### src/rtl/r_74148_pkg.sv
// r_74148 shared types and constants.
// Imported by every r_74148 file.
package r_74148_pkg;

  typedef enum logic [0:0] {
    IDLE  = 1'b0,
    OFFER = 1'b1
  } state_t;

  localparam int N_LINES = 8;
  localparam int CODE_W  = 3;

  localparam logic [CODE_W-1:0] NO_CODE_N = 3'b111;

endpackage

### src/rtl/r_74148_if.sv
// Offer/acknowledge handshake between the encoder and its consumer.
// The code and group select are held until ack_i is seen.
interface r_74148_if;
  import r_74148_pkg::*;

  logic              ack_i;
  logic [CODE_W-1:0] a_n_o;
  logic              gs_n_o;

  modport master (
    input  ack_i,
    output a_n_o,
    output gs_n_o
  );

  modport slave (
    output ack_i,
    input  a_n_o,
    input  gs_n_o
  );

endinterface

### src/rtl/r_74148_sync_ff.sv
// Multi-stage synchroniser for a bus of asynchronous lines.
// Resets to all ones so idle active-low lines read inactive.
module sync_ff #(
  parameter int W      = 8,
  parameter int STAGES = 2
) (
  input  logic         clk,
  input  logic         rst_n,
  input  logic [W-1:0] d,
  output logic [W-1:0] q
);

  logic [W-1:0] st [STAGES];

  // Shift the bus through the synchroniser chain.
  always_ff @(posedge clk or negedge rst_n) begin
    if (!rst_n) begin
      for (int i = 0; i < STAGES; i++) begin
        st[i] <= '1;
      end
    end else begin
      st[0] <= d;
      for (int i = 1; i < STAGES; i++) begin
        st[i] <= st[i-1];
      end
    end
  end

  assign q = st[STAGES-1];

endmodule

### src/rtl/r_74148.sv
// Registered 8-to-3 priority encoder with latched falling-edge
// requests and a hold-until-acknowledged offer.
module r_74148
  import r_74148_pkg::*;
#(
  parameter int SYNC_STAGES = 2
) (
  input  logic               clk_i,
  input  logic               rst_n_i,
  input  logic               ei_n_i,
  input  logic [N_LINES-1:0] d_n_i,
  r_74148_if.master          hs,
  output logic               eo_n_o,
  output logic [N_LINES-1:0] pending_o
);

  function automatic logic [CODE_W-1:0] prio(
    input logic [N_LINES-1:0] m
  );
    prio = '0;
    for (int i = 0; i < N_LINES; i++) begin
      if (m[i]) prio = CODE_W'(i);
    end
  endfunction

  logic [N_LINES-1:0] sync_q;
  logic [N_LINES-1:0] hist;
  logic [N_LINES-1:0] fall;
  logic [N_LINES-1:0] clr;
  logic [N_LINES-1:0] pend_nxt;
  logic [CODE_W-1:0]  off_idx;
  logic               take;
  logic               start;
  state_t             state;
  state_t             state_nxt;
  logic               eo_nxt;

  sync_ff #(
    .W      (N_LINES),
    .STAGES (SYNC_STAGES)
  ) u_sync (
    .clk   (clk_i),
    .rst_n (rst_n_i),
    .d     (d_n_i),
    .q     (sync_q)
  );

  // Next pending mask, FSM transition and cascade output.
  always_comb begin
    fall      = hist & ~sync_q;
    off_idx   = ~hs.a_n_o;
    take      = (state == OFFER) && hs.ack_i;
    start     = (state == IDLE) && !ei_n_i
              && (pending_o != '0);
    clr       = '0;
    if (take) clr = N_LINES'(1) << off_idx;
    pend_nxt  = (pending_o & ~clr) | fall;
    state_nxt = state;
    unique case (1'b1)
      start:   state_nxt = OFFER;
      take:    state_nxt = IDLE;
      default: state_nxt = state;
    endcase
    eo_nxt = !(!ei_n_i && (state_nxt == IDLE)
             && (pend_nxt == '0));
  end

  // Edge history and pending request latch.
  always_ff @(posedge clk_i or negedge rst_n_i) begin
    if (!rst_n_i) begin
      hist      <= '1;
      pending_o <= '0;
    end else begin
      hist      <= sync_q;
      pending_o <= pend_nxt;
    end
  end

  // Offer FSM with registered code and group select.
  always_ff @(posedge clk_i or negedge rst_n_i) begin
    if (!rst_n_i) begin
      state     <= IDLE;
      hs.a_n_o  <= NO_CODE_N;
      hs.gs_n_o <= 1'b1;
      eo_n_o    <= 1'b1;
    end else begin
      state  <= state_nxt;
      eo_n_o <= eo_nxt;
      if (start) begin
        hs.a_n_o  <= ~prio(pending_o);
        hs.gs_n_o <= 1'b0;
      end else if (take) begin
        hs.a_n_o  <= NO_CODE_N;
        hs.gs_n_o <= 1'b1;
      end
    end
  end

endmodule

### src/flat_wrapper.sv
// flat-port wrapper written by rule: the top's interface ports become plain ports
module r_74148_flat import r_74148_pkg::*;
#(
  parameter int SYNC_STAGES = 2
)
  (clk_i, rst_n_i, ei_n_i, d_n_i, eo_n_o, pending_o, hs_ack_i, hs_a_n_o, hs_gs_n_o);
  r_74148_if hs_i ();
  input  logic clk_i;
  input  logic rst_n_i;
  input  logic ei_n_i;
  input  logic [N_LINES-1:0] d_n_i;
  output logic eo_n_o;
  output logic [N_LINES-1:0] pending_o;
  input wire logic [$bits(hs_i.ack_i)-1:0] hs_ack_i;
  output wire logic [$bits(hs_i.a_n_o)-1:0] hs_a_n_o;
  output wire logic [$bits(hs_i.gs_n_o)-1:0] hs_gs_n_o;
  assign hs_i.ack_i = hs_ack_i;
  assign hs_a_n_o = hs_i.a_n_o;
  assign hs_gs_n_o = hs_i.gs_n_o;
  r_74148 #(.SYNC_STAGES(SYNC_STAGES)) u_core (.clk_i(clk_i), .rst_n_i(rst_n_i), .ei_n_i(ei_n_i), .d_n_i(d_n_i), .hs(hs_i), .eo_n_o(eo_n_o), .pending_o(pending_o));
endmodule
### config.mk
export PLATFORM = sky130hd
export DESIGN_NAME = r_74148_flat
export DESIGN_NICKNAME = d
export VERILOG_FILES = /design/src/rtl/r_74148_pkg.sv /design/src/rtl/r_74148_if.sv /design/src/rtl/r_74148_sync_ff.sv /design/src/rtl/r_74148.sv /design/src/flat_wrapper.sv
export SDC_FILE = /design/constraint.sdc
export NUM_CORES = 1
export LEC_CHECK = 0
export CORE_UTILIZATION = 54
export CTS_CLUSTER_DIAMETER = 80
export DETAILED_ROUTE_END_ITERATION = 10
export PLACE_DENSITY = 0.82
export SYNTH_ARGS = -nofsm -noshare
export SYNTH_HDL_FRONTEND = slang
export SYNTH_SLANG_ARGS = --single-unit
export TNS_END_PERCENT = 20
### constraint.sdc
create_clock -name clk_i -period 3.6 [get_ports clk_i]
set_input_delay 0.72 -clock clk_i [delete_from_list [all_inputs] [get_ports clk_i]]
set_output_delay 0.72 -clock clk_i [all_outputs]
set_load 0.02 [all_outputs]
==> run_results.csv <==
group,metric,value,unit
worst_setup_path,cp_max_fo,7,
drt,remaining_drc_errors,0,
run,drv_cap,0,
clock_tree,post_cts_buffers,0,
place,gp_congestion,0.900,
worst_setup_path,worst_ep_arrival_time,1610,ps
final_layout,layout_commonest_cell,"dfstp_2",
synthesis,yosysSeqAreaShare,71.9,%
global_routing,grt_busiest_layer,"met2",
floorplanning,rows,17,
global_routing,met1_usage,25.9,%
final_layout,final_cells,169,
place,portBuffers,24,
power_and_ir_drop,peakVddDrop,0.347,mV
final_layout,fin_area,1710,µm²
synthesis,synthesis.area,1370,µm²
global_routing,antenna_found_initial,0,
hold_path,hp-class,"flip-flop to flip-flop",
global_routing,grt_pass1_wl,3.88,mm
clock_tree,root_buffer,"clkbuf_4",
global_routing,grt_max_degree,39,
clock_tree,cts_sinks,38,
synthesis,synth_enable_flop_cells,0,
worst_setup_path,r2r_start,"u_core.pending_o[3]$_DFF_PN0_",
drt,drt_iter0_drc,16,
worst_setup_path,worst-setup-path-type,"flip-flop to primary output",
floorplanning,dieHeight,52.4,µm
place,dp_cells,161,
synthesis,ys_ff_latch,38,
worst_setup_path,cp-startpoint,"u_core.hs.a_n_o[1]$_DFFE_PN1P_",
timing,slew_viol_final,0,
final_layout,fin_util,74.5,%
drt,antenna_left,0,
worst_setup_path,reg2reg_depth,5,
synthesis,syn_area_per_cell,12.6,µm²
clock_tree,insertion_delay,340,ps
global_routing,use_met2,32.9,%
clock_tree,cts_tree,"yes",
global_routing,grtUsageMet3,5.22,%
synthesis,synthArstFlopShare,100,%
timing,min_period_over_period,64.6,%
worst_setup_path,r2r_slack,1890,ps
synthesis,synth_cell_types,22,
place,placedInstanceArea,1650,µm²
power_and_ir_drop,power_density,519,nW/µm²
synthesis,synth.yosys.warnings,0,
timing,fin_ws,1270,ps
worst_setup_path,slowest_delay,640,ps
timing,max-slew-margin-rel,70.6,%
worst_setup_path,cp-end-kind,"primary output",
clock_tree,cts-resized-gates,0,
global_routing,grt_util_all_layers,20.5,%
synthesis,synth_top_area_share,55.5,%
hold_path,holdPathStages,0,
floorplanning,initial_core_util,59.8,%
final_layout,area_growth_syn_to_layout,24.6,%
worst_setup_path,critPathTopFamily,"buffers and inverters",
synthesis,synth_flop_cell,"dfstp_2",
clock_tree,cts_buffers,5,
run_status,outcome,"finished, final reports clean",
place,preCtsSetupSlack,1310,ps
synthesis,syn_nets,121,
worst_setup_path,path_cells,"clkdlybuf4s50_1",
drt,wl,2.39,mm
synthesis,synth_area_leaders,"dfstp_2 55%, dfrtp_1 16%, a21oi_1 4.4%",
drt,wl_per_cell,14.2,µm
clock_tree,holdBufCountCts,0,
power_and_ir_drop,p_leak,0.686,nW
timing,fmax,430,MHz
floorplanning,pin_count,25,
final_layout,final_cell_mix,"29 x dfstp_2, 24 x clkdlybuf4s50_1, 12 x a21oi_1",
worst_setup_path,cp-start-kind,"flip-flop",
timing,setup_viol,0,
worst_setup_path,path_buf_inv,1,
worst_setup_path,r2r_end,"u_core.eo_n_o$_DFF_PN1_",
worst_setup_path,cp_slowest_cell,"clkdlybuf4s50_1",
drt,viasPerCell,5.42,
clock_tree,path_clk_slew,110,ps
hold_path,hold_start,"u_core.u_sync.q[2]$_DFF_PN1_",
clock_tree,cts_buffer_depth,2,
final_layout,multi_input_area,355,µm²
global_routing,overflow,0,
timing,final-hold-violation-count,0,
clock_tree,cts_max_level,2,
floorplanning,core_region_area,2300,µm²
final_layout,n_fill_cell,164,
floorplanning,dieArea,2750,µm²
synthesis,synth.largest_area_cell,"dfstp_2",
drt,firstDrtPassIters,4,
timing,max_slew.worst_pin.slew,441,ps
synthesis,synthCells,109,
final_layout,diodes,0,
timing,rsz0062_at_grt,"false",
hold_path,hold_end,"u_core.hist[2]$_DFF_PN1_",
place,hpwlAfterDp,1.70,mm
floorplanning,dieWidth,52.4,µm
drt,vias,916,
timing,fin_crit,2330,ps
worst_setup_path,crit_required,2880,ps
final_layout,seqCellArea,987,µm²
global_routing,grt_pass1_vias,889,
timing,final.setup.tns,0,ps
final_layout,post_route_cells_drive_above_1_share,30.5,%
final_layout,final_nets,152,
timing,finClkSkew,17.5,ps
==> final cells by class <==
| type | count | share of cell area, % |
|---|---|---|
| clock inverter | 1 | 0.292 |
| timing repair buffer | 25 | 14.5 |
| clock buffer | 7 | 3.22 |
| multi-input combinational | 63 | 20.8 |
| tap | 28 | 2.05 |
| sequential | 38 | 57.7 |
| inverter | 7 | 1.54 |
==> metal layers <==
metal / share of wire, % / up-vias
li1: - / 428
met1: 42 / 445
met2: 49 / 38
met3: 7.1 / 5
met4: 1.7 / 0
met5: 0 / -
==> flip-flops by register name, indices dropped and copies added, names as in the netlist <==
name              cells
u_core.eo_n_o         1
u_core.hist           8
u_core.hs.a_n_o       3
u_core.hs.gs_n_o      1
u_core.pending_o      8
u_core.state          1
u_core.u_sync.q       8
u_core.u_sync.st      8
==> cell families (layout without fill, tap and decap cells) <==
kind of cell	count (synthesis)	count (layout)	synth area share (%)
AOI/OAI and AO/OA	29	29	12.6
DFF	38	38	71.9
and+or+nand+nor	34	34	13.3
buffers and inverters	8	40	2.28
==> Yosys cell counts, types with 2 or more instances <==
cell type / n
nand2_1: 9
inv_1: 7
dfrtp_1: 9
nand2b_1: 5
a21oi_1: 12
nor2_1: 7
or4_4: 2
o21ai_0: 11
dfstp_2: 29
nand3_1: 4
nor2b_1: 3
==> where the power goes <==
group / total (mW) / switching [mW] / internal, mW
logic: 0.148 / 0.0777 / 0.0703
clock network: 0.223 / 0.128 / 0.0947
registers: 0.517 / 0.0382 / 0.479
==> worst max path at each step <==
stage,to,slack [ps],cells past startpoint
after detailed placement,u_core.eo_n_o$_DFF_PN1_,1310,6
after floorplan,u_core.eo_n_o$_DFF_PN1_,1970,5
after CTS,hs_a_n_o[1],1270,1
after global placement,u_core.eo_n_o$_DFF_PN1_,1360,6
after global routing,hs_a_n_o[1],1220,1
final,hs_a_n_o[1],1270,1
==> metrics by stage <==
stage / hold WS, ps / power, mW
after floorplan: 345 / 0.591
after global placement: 345 / 0.666
after detailed placement: 347 / 0.672
after CTS: 357 / 0.894
after global routing: 360 / 0.931
final: 350 / 0.888
No activity file was read; power rests on OpenSTA's default activity.
